### config.mk
export PLATFORM = sky130hd
export DESIGN_NAME = avalon_accel_csr
export DESIGN_NICKNAME = d
export VERILOG_FILES = /design/src/rtl/accel_csr_pkg.sv /design/src/rtl/csr_be_reg.sv /design/src/rtl/avalon_accel_csr.sv
export SDC_FILE = /design/constraint.sdc
export NUM_CORES = 1
export LEC_CHECK = 0
export CORE_MARGIN = 3
export CORE_UTILIZATION = 41
export CTS_CLUSTER_DIAMETER = 200
export CTS_CLUSTER_SIZE = 16
export DETAILED_ROUTE_END_ITERATION = 8
export PLACE_DENSITY = 0.69
export SYNTH_ARGS = -nofsm -noshare
export SYNTH_HDL_FRONTEND = slang
export SYNTH_SLANG_ARGS = --single-unit
### constraint.sdc
create_clock -name CLK -period 2.4 [get_ports CLK]
set_input_delay 0.36 -clock CLK [delete_from_list [all_inputs] [get_ports CLK]]
set_output_delay 0.36 -clock CLK [all_outputs]
set_load 0.03 [all_outputs]
### src/rtl/accel_csr_pkg.sv
// Shared types and constants for the Avalon-MM accelerator CSR block.
// Latency: n/a (declarations only). Backpressure: n/a.
// Contents: FSM state enum, CTRL/STATUS bit indices, CTRL/STATUS offset helpers.
package accel_csr_pkg;

  typedef enum logic {
    ST_IDLE = 1'b0,
    ST_RUN  = 1'b1
  } state_e;

  // CTRL register bits
  localparam int CTRL_START_BIT  = 0;
  localparam int CTRL_IRQ_EN_BIT = 1;

  // STATUS register bits
  localparam int STAT_BUSY_BIT     = 0;
  localparam int STAT_DONE_BIT     = 1;
  localparam int STAT_ERR_TO_BIT   = 2;
  localparam int STAT_ERR_LOCK_BIT = 3;

  // CTRL sits directly after the config and result words, STATUS right after CTRL.
  function automatic int ctrl_offset(input int n_cfg, input int n_res);
    return n_cfg + n_res;
  endfunction

  function automatic int status_offset(input int n_cfg, input int n_res);
    return n_cfg + n_res + 1;
  endfunction

endpackage

### src/rtl/csr_be_reg.sv
// DATA_W-bit CSR word with per-byte write enables.
// Latency: write visible the cycle after the enabling edge. Backpressure: none, always accepts.
// Ports: clk_i, rst_ni (async active-low), we_i (write), be_i (byte enables), d_i (data), q_o (contents).
module csr_be_reg #(
  parameter int DATA_W = 32
) (
  input  logic                clk_i,
  input  logic                rst_ni,
  input  logic                we_i,
  input  logic [DATA_W/8-1:0] be_i,
  input  logic [DATA_W-1:0]   d_i,
  output logic [DATA_W-1:0]   q_o
);

  logic [DATA_W-1:0] q_q;

  always_ff @(posedge clk_i or negedge rst_ni) begin
    if (!rst_ni) begin
      q_q <= '0;
    end else if (we_i) begin
      for (int b = 0; b < DATA_W/8; b++) begin
        if (be_i[b]) q_q[b*8 +: 8] <= d_i[b*8 +: 8];
      end
    end
  end

  assign q_o = q_q;

endmodule

### src/rtl/avalon_accel_csr.sv
// Avalon-MM CSR front-end for a start/done accelerator: config words, result capture,
// start pulse, busy/watchdog, sticky W1C status and IRQ.
// Latency: writes visible next cycle; reads return data with READDATAVALID exactly one cycle later.
// Backpressure: none; one access per cycle sustained, config writes during a run are dropped and flagged.
// Ports: CLK/RESET (async active-low), AVL_* slave port, CORE_* accelerator handshake/buses,
// IRQ level interrupt, EXPORT_DATA mirror of config word EXPORT_IDX.
module avalon_accel_csr
  import accel_csr_pkg::*;
#(
  parameter int DATA_W      = 32,
  parameter int ADDR_W      = 5,
  parameter int N_CFG       = 8,
  parameter int N_RES       = 4,
  parameter int TIMEOUT_CYC = 1024,
  parameter int EXPORT_IDX  = 0
) (
  input  logic                    CLK,
  input  logic                    RESET,
  input  logic                    AVL_READ,
  input  logic                    AVL_WRITE,
  input  logic                    AVL_CS,
  input  logic [DATA_W/8-1:0]     AVL_BYTE_EN,
  input  logic [ADDR_W-1:0]       AVL_ADDR,
  input  logic [DATA_W-1:0]       AVL_WRITEDATA,
  output logic [DATA_W-1:0]       AVL_READDATA,
  output logic                    AVL_READDATAVALID,
  output logic                    CORE_START,
  input  logic                    CORE_DONE,
  output logic [N_CFG*DATA_W-1:0] CORE_CFG,
  input  logic [N_RES*DATA_W-1:0] CORE_RESULT,
  output logic                    IRQ,
  output logic [DATA_W-1:0]       EXPORT_DATA
);

  localparam int CNT_W = (TIMEOUT_CYC > 2) ? $clog2(TIMEOUT_CYC) : 1;
  localparam logic [ADDR_W-1:0] CTRL_ADDR = ADDR_W'(ctrl_offset(N_CFG, N_RES));
  localparam logic [ADDR_W-1:0] STAT_ADDR = ADDR_W'(status_offset(N_CFG, N_RES));
  localparam logic [CNT_W-1:0]  CNT_LAST  = CNT_W'(TIMEOUT_CYC - 1);

  // ---------------------------------------------------------------------------
  // Strobes and decode
  // ---------------------------------------------------------------------------
  logic wr_stb, rd_stb;
  logic ctrl_wr, stat_wr, start_req;
  logic busy;
  logic [N_CFG-1:0] cfg_hit;
  logic cfg_wr_any;

  assign wr_stb = AVL_WRITE & AVL_CS;
  assign rd_stb = AVL_READ & AVL_CS;

  // CTRL/STATUS bits all live in byte 0, so that byte lane gates their writes.
  assign ctrl_wr   = wr_stb & (AVL_ADDR == CTRL_ADDR) & AVL_BYTE_EN[0];
  assign stat_wr   = wr_stb & (AVL_ADDR == STAT_ADDR) & AVL_BYTE_EN[0];
  assign start_req = ctrl_wr & AVL_WRITEDATA[CTRL_START_BIT];

  // ---------------------------------------------------------------------------
  // FSM: state register / next-state / outputs
  // ---------------------------------------------------------------------------
  state_e            state_q, state_d;
  logic [CNT_W-1:0]  cnt_q, cnt_d;
  logic              core_start_q, core_start_d;
  logic              start_lock_err;
  logic              done_evt, timeout_evt;

  assign busy = (state_q == ST_RUN);

  always_ff @(posedge CLK or negedge RESET) begin
    if (!RESET) state_q <= ST_IDLE;
    else        state_q <= state_d;
  end

  always_comb begin
    state_d = state_q;
    case (state_q)
      ST_IDLE: if (start_req) state_d = ST_RUN;
      ST_RUN:  if (CORE_DONE || (cnt_q == CNT_LAST)) state_d = ST_IDLE;
      default: state_d = ST_IDLE;
    endcase
  end

  always_comb begin
    core_start_d   = 1'b0;
    cnt_d          = cnt_q;
    start_lock_err = 1'b0;
    done_evt       = 1'b0;
    timeout_evt    = 1'b0;
    case (state_q)
      ST_IDLE: begin
        if (start_req) begin
          core_start_d = 1'b1;
          cnt_d        = '0;
        end
      end
      ST_RUN: begin
        start_lock_err = start_req;
        // Completion takes priority over the watchdog in its final cycle.
        done_evt       = CORE_DONE;
        timeout_evt    = ~CORE_DONE & (cnt_q == CNT_LAST);
        if (cnt_q != CNT_LAST) cnt_d = cnt_q + CNT_W'(1);
      end
      default: ;
    endcase
  end

  always_ff @(posedge CLK or negedge RESET) begin
    if (!RESET) begin
      cnt_q        <= '0;
      core_start_q <= 1'b0;
    end else begin
      cnt_q        <= cnt_d;
      core_start_q <= core_start_d;
    end
  end

  assign CORE_START = core_start_q;

  // ---------------------------------------------------------------------------
  // Config words (locked while busy)
  // ---------------------------------------------------------------------------
  logic [DATA_W-1:0] cfg_w [N_CFG];

  for (genvar i = 0; i < N_CFG; i++) begin : g_cfg
    assign cfg_hit[i] = (AVL_ADDR == ADDR_W'(i));

    csr_be_reg #(.DATA_W(DATA_W)) u_cfg (
      .clk_i  (CLK),
      .rst_ni (RESET),
      .we_i   (wr_stb & cfg_hit[i] & ~busy),
      .be_i   (AVL_BYTE_EN),
      .d_i    (AVL_WRITEDATA),
      .q_o    (cfg_w[i])
    );

    assign CORE_CFG[(N_CFG-1-i)*DATA_W +: DATA_W] = cfg_w[i];
  end

  assign cfg_wr_any  = wr_stb & (|cfg_hit);
  assign EXPORT_DATA = cfg_w[EXPORT_IDX];

  // ---------------------------------------------------------------------------
  // Result capture
  // ---------------------------------------------------------------------------
  logic [DATA_W-1:0] res_q [N_RES];

  always_ff @(posedge CLK or negedge RESET) begin
    if (!RESET) begin
      for (int j = 0; j < N_RES; j++) res_q[j] <= '0;
    end else if (done_evt) begin
      for (int j = 0; j < N_RES; j++) res_q[j] <= CORE_RESULT[(N_RES-1-j)*DATA_W +: DATA_W];
    end
  end

  // ---------------------------------------------------------------------------
  // CTRL / STATUS (sticky bits: a set in the same cycle as W1C wins)
  // ---------------------------------------------------------------------------
  logic irq_en_q, irq_en_d;
  logic done_q, done_d;
  logic err_to_q, err_to_d;
  logic err_lock_q, err_lock_d;

  always_comb begin
    irq_en_d   = ctrl_wr ? AVL_WRITEDATA[CTRL_IRQ_EN_BIT] : irq_en_q;
    done_d     = (done_q     & ~(stat_wr & AVL_WRITEDATA[STAT_DONE_BIT]))     | done_evt;
    err_to_d   = (err_to_q   & ~(stat_wr & AVL_WRITEDATA[STAT_ERR_TO_BIT]))   | timeout_evt;
    err_lock_d = (err_lock_q & ~(stat_wr & AVL_WRITEDATA[STAT_ERR_LOCK_BIT])) |
                 start_lock_err | (cfg_wr_any & busy);
  end

  always_ff @(posedge CLK or negedge RESET) begin
    if (!RESET) begin
      irq_en_q   <= 1'b0;
      done_q     <= 1'b0;
      err_to_q   <= 1'b0;
      err_lock_q <= 1'b0;
    end else begin
      irq_en_q   <= irq_en_d;
      done_q     <= done_d;
      err_to_q   <= err_to_d;
      err_lock_q <= err_lock_d;
    end
  end

  assign IRQ = irq_en_q & (done_q | err_to_q);

  // ---------------------------------------------------------------------------
  // Registered read path
  // ---------------------------------------------------------------------------
  logic [DATA_W-1:0] rd_mux;
  logic [DATA_W-1:0] rd_dat_q;
  logic              rd_vld_q;

  always_comb begin
    rd_mux = '0;
    for (int i = 0; i < N_CFG; i++) begin
      if (AVL_ADDR == ADDR_W'(i)) rd_mux = cfg_w[i];
    end
    for (int j = 0; j < N_RES; j++) begin
      if (AVL_ADDR == ADDR_W'(N_CFG + j)) rd_mux = res_q[j];
    end
    if (AVL_ADDR == CTRL_ADDR) begin
      rd_mux[CTRL_IRQ_EN_BIT] = irq_en_q;
    end
    if (AVL_ADDR == STAT_ADDR) begin
      rd_mux[STAT_BUSY_BIT]     = busy;
      rd_mux[STAT_DONE_BIT]     = done_q;
      rd_mux[STAT_ERR_TO_BIT]   = err_to_q;
      rd_mux[STAT_ERR_LOCK_BIT] = err_lock_q;
    end
  end

  always_ff @(posedge CLK or negedge RESET) begin
    if (!RESET) begin
      rd_dat_q <= '0;
      rd_vld_q <= 1'b0;
    end else begin
      rd_dat_q <= rd_stb ? rd_mux : '0;
      rd_vld_q <= rd_stb;
    end
  end

  assign AVL_READDATA      = rd_dat_q;
  assign AVL_READDATAVALID = rd_vld_q;

endmodule

==> results of run 1 <==
## layer usage
layer	track usage (%)	vias up	part of all wire [%]
met5	0	-	0.032
met4	7.13	4	2.5
met3	6.84	110	7.9
met2	46.1	620	47
met1	40.2	8175	43
li1	-	6898	-
## report_power, final
part	internal, mW	switching, mW
combinational	2.53	2.48
sequential	8.77	1.07
clock	2.30	2.54
total	13.6	6.09
## cells in the mapped netlist, types with 5 or more instances
master    instances  share of area, %
nor2_1           29              0.55
mux2_2          368                21
inv_1             7              0.13
o21ai_1           5              0.13
mux2i_1          32               1.6
nand2b_1          5              0.16
a221oi_1          5              0.22
dfrtp_1         433                54
nor2_2            5              0.16
nand2_1          61               1.2
a22oi_1          15              0.57
buf_2            19              0.48
o21ai_0         143               3.6
nand3_1          22              0.55
clkbuf_1         68               1.3
a22o_1            6              0.26
a21oi_1         119               3.0
nor3_1            8              0.20
nand2_2           8              0.25
a211o_1          10              0.44
mux2_1           22               1.2
a21o_1           11              0.42
xor2_1            6              0.26
nor2b_1          22              0.69
buf_4            37               1.4
a31oi_1          15              0.47
o22ai_1           5              0.16
o221ai_1         17              0.75
mux4_2           17               1.9
## flip-flops by register name, indices dropped and copies added (netlist names)
register,count
cnt_q,10
err_to_q,1
AVL_READDATAVALID,1
AVL_READDATA,32
busy,1
err_lock_q,1
g_cfg.u_cfg.q_o,256
done_q,1
res_q,128
CORE_START,1
irq_en_q,1
## final timing paths
check,end
setup / recovery,CORE_CFG[228]
min in group CLK,res_q[83]
hold reg to reg,res_q[54]
hold / removal,g_cfg[0].u_cfg.q_o[25]
max in group asynchronous,g_cfg[3].u_cfg.q_o[11]
setup reg to reg,g_cfg[1].u_cfg.q_o[11]
## cell type report
type,count,area (sq um)
diodes,2,5.00
repair buffers,664,6650
fillers,3991,20300
clock buffers,32,779
inverters,8,30.0
flip-flops and latches,433,10800
well taps,615,769
multi-input cells,1013,8440
clock inverters,2,25.0
## stage by stage
| stage | std cells | setup WS (ps) | instance area (sq um) |
|---|---|---|---|
| after global placement | 2732 | -219 | 26700 |
| after global routing | 2769 | 101 | 27500 |
| after CTS | 2767 | 121 | 27500 |
| after floorplan | 1579 | 481 | 19900 |
| after detailed placement | 2732 | -251 | 26700 |
| final | 2769 | 127 | 27500 |
## logic make-up (layout without fill, tap and decap cells)
group / count (synthesis) / count (layout) / share of synthesized area [%]
buf+inv: 133 / 706 / 3.33
other cells: 0 / 2 / 0
xor+xnor: 8 / 8 / 0.352
simple gates: 189 / 189 / 5.08
mux: 439 / 439 / 25.6
flops: 433 / 433 / 54.5
compound gates: 376 / 376 / 11.1
fa+ha+maj: 1 / 1 / 0.0629
## layout by cell type (no fill, tap or decap), drive strengths merged, types with 5 or more instances in the layout
cell and count:
mux2 390, nand2 69, xor2 6, a22o 6
inv 9, nor3 8, a221oi 5, o22ai 5
a21oi 119, clkdlybuf4s50 494, nor2b 22, nand2b 5
nand3 22, a21o 11, mux2i 32, a22oi 15
mux4 17, o221ai 17, a211o 10, dfrtp 433
o21ai 148, nor2 34, a31oi 15, buf 169
clkbuf 32
## repair_timing
item | CTS | global route
hold buffers | 1 | 0
resized for setup | 0 | 0
hold endpoints to repair | 55 | 0
==> results.md, run 1 <==
- Reg2reg path depth: 5
- Warnings from Yosys: 0
- WS Path Type: flop to output port
- Hold WS: 331 ps
- Top_reg_cell synth: dfrtp_1
- Synthesized instance count: 1579
- Setup TNS: 0 ps
- Post-Syn Nets: 1755
- Final #Nets: 2327
- Mapped Avg Cell Area: approximately 13 sq um
- Initial core utilization: 41.6%
- Req. time, crit path: about 2000 ps
- Hpwl dp: between 50000 and 60000 um
- Largest delay contributor family on the critical path: buffers and inverters
- Post-DR wirelength/cell: 27.4 um
- CP Launch Type: flop
- Clock skew: 30.6 ps
- Die Wd: between 200 and 250 um
- Via Count: 15800
- Vias in the first global route: 16200
- Max-cap viol count: 0
- Post-layout util: 57.6%
- IO Pins: 498
- # rows: 80
- # port buffers: 497
- Crit-path max FO: 4
- Post-synth EDFFs: 0
- Pin count of the biggest net entering global routing: 69
- CTS tree: built
- Fin. max-slew vios: 0
- Cell Pwr Density: 715 nW/um^2
- Reg-to-reg slack, setup: 440 ps
- Synthesized cell area: 19900 sq um
- Core area: ~48000 sq um
- DRT Pass-1 Iters: 5
- Hold Crit Class: primary input to async pin
- Slowest stage delay, CP: 740 ps
- Clock Tree Root: clkbuf_16
- Sink Count: 433
- Tmin final: 2270 ps
- Relative slew slack: 57.0%
- Critical path arrival: 1910 ps
- CP Cell Sequence: clkdlybuf4s50_1
- Setup bufs post-CTS: 0
- Clock buffer depth: 3
- Final WL: 75800 um
- Period utilization: around 95%
- Pwr Total: 19.7 mW
- Seq/Total Area, Yosys: a little over half
- Final ANT Viol Nets: 0
- Critical Path End Type: output port
- Final-report setup violation count: 0
- Post-synth ARST share: 100%
- Layout cells sized above 1: roughly 29%
- Crit path from: g_cfg[0].u_cfg.q_o[4]
- Die Y: 226 um
- CP Depth: 1
- Max IR drop VDD: between 0.0005 and 0.0006 V
- RR Startpoint: busy
- Drt drc: 0
- Tightest Pin Transition: 645 ps
- Total Routing Usage GR: 28.9%
- Worst skew pair latency: 610 ps
- Worst Path Buf+Inv: 1
- Yosys reg bits: 433
- CP max-delay cell: clkdlybuf4s50_1
- Vias per cell: 5.71
- DIE AREA: ~51000 sq um
- Max Freq: ~440 MHz
- Clk slew on worst S/H paths: 70 ps
- First-pass GRT wire length: 110000 um
- Grt ovf: 0
- Initial antenna violation count: 4
- Num CTS Buffers: 31
- Run status: finished clean
- Post-synth cell types: 62
- H-tree levels: 1
- RSZ-0062 raised after global routing: false
- P&R area growth vs syn: 38.4%
- GP Congestion: 0.939
- Initial DRC Count: around 1300
- Final Hold Fails: 0
- P_leak: approximately 12 nW
(Power assumes the default switching activity.)
==> inputs of run 2 (changes only) <==
Settings changed: SLEW_MARGIN from default to 40.
==> results of run 2 <==
Same layout as run 1: the final DEF is identical, and so are final timing and power.
==> inputs of run 3 (changes only) <==
Settings changed: CORE_ASPECT_RATIO from default to 2, CTS_CLUSTER_SIZE 16 to 40, HOLD_SLACK_MARGIN from default to 0.12.
==> results.md, run 3 (same netlist as run 1, synthesis figures left out) <==
- Fillcell total: 4104 (+2.8%)
- RR Startpoint: busy
- Clock Tree Root: clkbuf_16
- FF+latch area: 10800 sq um (unchanged)
- Final-report setup violation count: 0 (unchanged)
- Pwr Total: 18.2 mW (-7.5%)
- Cell Area, Placed: 26700 sq um (-0.15%)
- Sink Count: 433 (unchanged)
- Period utilization: 93.8% (-0.92 points)
- Via Count: 15800 (-0.12%)
- Critical Path End Type: output port
- Tmin final: 2250 ps (-22.0 ps)
- Die Wd: 162 um (-29%)
- Die Y: 318 um (+40%)
- Slowest stage delay, CP: 710 ps (-30 ps)
- Net switching share of the total power: 31.8% (+0.89 points)
- WS Path Type: flop to output port
- Hpwl dp: 59400 um (+2.9%)
- Vias in the first global route: 16800 (+3.5%)
- DRT Pass-1 Iters: 7 (+2)
- Logic pwr share: 27.5% (+2.0 points)
- Clock skew: 37.3 ps (+6.64 ps)
- Hold Path Sink: AVL_READDATA[0]
- DR WL met2: 38500 um (+9.1%)
- P&R area growth vs syn: 36.2%
- Largest delay contributor family on the critical path: buffers and inverters
- Highest-count cells in the layout ignoring fill and taps: clkdlybuf4s50_1 (494), dfrtp_1 (433), mux2_2 (368), o21ai_0 (143), buf_4 (126)
- Crit-path max FO: 3 (-1)
- Final Hold Fails: 0 (unchanged)
- Reg power frac: 53.9% (+3.9 points)
- Post-DR wirelength/cell: 27.7 um (+1.1%)
- Reg-to-reg slack, setup: 420 ps (-20 ps)
- Run status: finished clean
- Cell Pwr Density: 673 nW/um^2 (-5.9%)
- Clock power share: 18.6% (-6.0 points)
- Worst R2R End: g_cfg[2].u_cfg.q_o[13]
- Req. time, crit path: 2040 ps (about the same)
- Fin. max-slew vios: 0 (unchanged)
- Total Routing Usage GR: 29.2% (+0.25 points)
- Max IR drop VDD: 0.000632 V (+15%)
- CP Cell Sequence: o21a_1 -> clkdlybuf4s50_1
- Largest register FFs: 256 (unchanged)
- Relative slew slack: 60.9% (+3.9 points)
- Crit path from: irq_en_q
- Final ANT Viol Nets: 0 (unchanged)
- P_leak: 12.0 nW (-2.0%)
- # rows: 113 (+41%)
- Top Metal Used: met5
- Layout cells sized above 1: 28.0% (-0.82 points)
- Design area: 27100 sq um (-1.6%)
- Clk slew on worst S/H paths: 160 ps (+90 ps)
- Hold path depth: 3
- Initial DRC Count: 1231 (-5.2%)
- Final WL: 76500 um (+0.92%)
- Drt drc: 0 (unchanged)
- Vias per cell: 5.71 (about the same)
- Met3 wire length: 5910 um (-1.1%)
- H-tree levels: 1 (unchanged)
- Tightest Pin Transition: 587 ps (-59.0 ps)
- Max-cap viol count: 0 (unchanged)
- First-pass GRT wire length: 113000 um (+2.7%)
- Grt ovf: 0 (unchanged)
- Num CTS Buffers: 14 (-55%)
- CTS tree: built
- GP Congestion: 0.896 (-4.5%)
- Most common cell after layout, fill and taps aside: clkdlybuf4s50_1
- Hold Crit Class: primary input to flop
- RSZ-0062 raised after global routing: false
- Final #Nets: 2302 (-1.1%)
- Multi-input gate area: 8440 sq um (unchanged)
- CP Launch Type: flop
- CP Depth: 2 (+1)
- Critical path arrival: 1890 ps (-20 ps)
- Max Freq: 444 MHz (+0.98%)
- Core area: 47800 sq um (-0.12%)
- Initial antenna violation count: 6 (+2)
- Worst skew pair latency: 570 ps (-40 ps)
- Post-layout util: 56.7% (-0.88 points)
- Switch Pwr: 5.80 mW (-4.8%)
- Placed cell count: 2741 (+0.33%)
- Worst Path Buf+Inv: 1 (unchanged)
- CP max-delay cell: clkdlybuf4s50_1
- # port buffers: 497 (unchanged)
- Initial core utilization: 41.6% (+0.050 points)
- Final std cells w/o fill: 2763 (-0.22%)
- Post-CTS sizing: 0 (unchanged)
- Reg2reg path depth: 5 (unchanged)
- Pin count of the biggest net entering global routing: 82 (+19%)
- Min-delay src: AVL_ADDR[1]
- Met1 wire length: 28500 um (-13%)
- IO Pins: 498 (unchanged)
- Setup TNS: 0 ps (unchanged)
- Pint: 12.4 mW (-8.7%)
- DIE AREA: 51400 sq um (+0.31%)
- Clock buffer depth: 3 (unchanged)
run 3: changes by cell type in the layout (fill, tap and decap cells not counted):
cell | previous run | this run
inv_1 | 7 | 6
clkinv_1 | 1 | 2
clkbuf_16 | 31 | 15
clkbuf_1 | 1 | 0
buf_4 | 134 | 126
diode_2 | 2 | 5
inv_12 | 1 | 0
run 3: worst max path at each step:
stage                              to  slack (ps)
2_1_floorplan        AVL_READDATA[28]         480
3_3_place_gp   g_cfg[2].u_cfg.q_o[13]        -270
3_5_place_dp    g_cfg[2].u_cfg.q_o[9]        -290
4_1_cts                           IRQ         140
5_1_grt                           IRQ          80
6_report                          IRQ         150
run 3: cell type report:
class                           count  area share (%)
Multi-Input combinational cell   1013            31.2
Clock inverter                      1          0.0323
Sequential cell                   433            40.0
Timing Repair Buffer              656            24.3
Tap cell                          632            2.92
Clock buffer                       15            1.39
Inverter                            8           0.111
Antenna cell                        5          0.0462
run 3: through the flow:
step | hold slack (ps) | setup slack (ps)
6_report | 270 | 149
5_1_grt | 243 | 75.8
2_1_floorplan | 64.4 | 481
3_3_place_gp | 330 | -266
3_5_place_dp | 337 | -287
4_1_cts | 250 | 140
run 3: power groups by stage:
| stage | logic [mW] | clock network, mW | registers, mW |
|---|---|---|---|
| after global routing | 5.33 | 3.72 | 9.99 |
| after detailed placement | 5.01 | 0 | 9.94 |
| final | 5.01 | 3.40 | 9.82 |
| after CTS | 5.04 | 3.49 | 9.79 |
| after floorplan | 2.22 | 0 | 10.3 |
| after global placement | 4.90 | 0 | 9.86 |
run 3: worst reg2reg max path: cells and delay by family (launching register included):
kind                   cells  cell delay, ps
multiplexers               1             360
flip-flops                 1             410
AND/OR/NAND/NOR            3             940
buffers and inverters      1             180
run 3: metal layers:
layer | GRT usage (%) | up-vias
li1 | - | 6826
met1 | 35.1 | 8041
met2 | 50.5 | 760
met3 | 6.26 | 159
met4 | 12.0 | 2
met5 | 0 | -
run 3: timing repair:
| action | 4_1_cts | 5_1_grt |
|---|---|---|
| endpoints found under the hold margin | 47 | 0 |
| setup buffers | 0 | 0 |
| setup endpoints to repair | 0 | 0 |
| hold buffers | 1 | 0 |
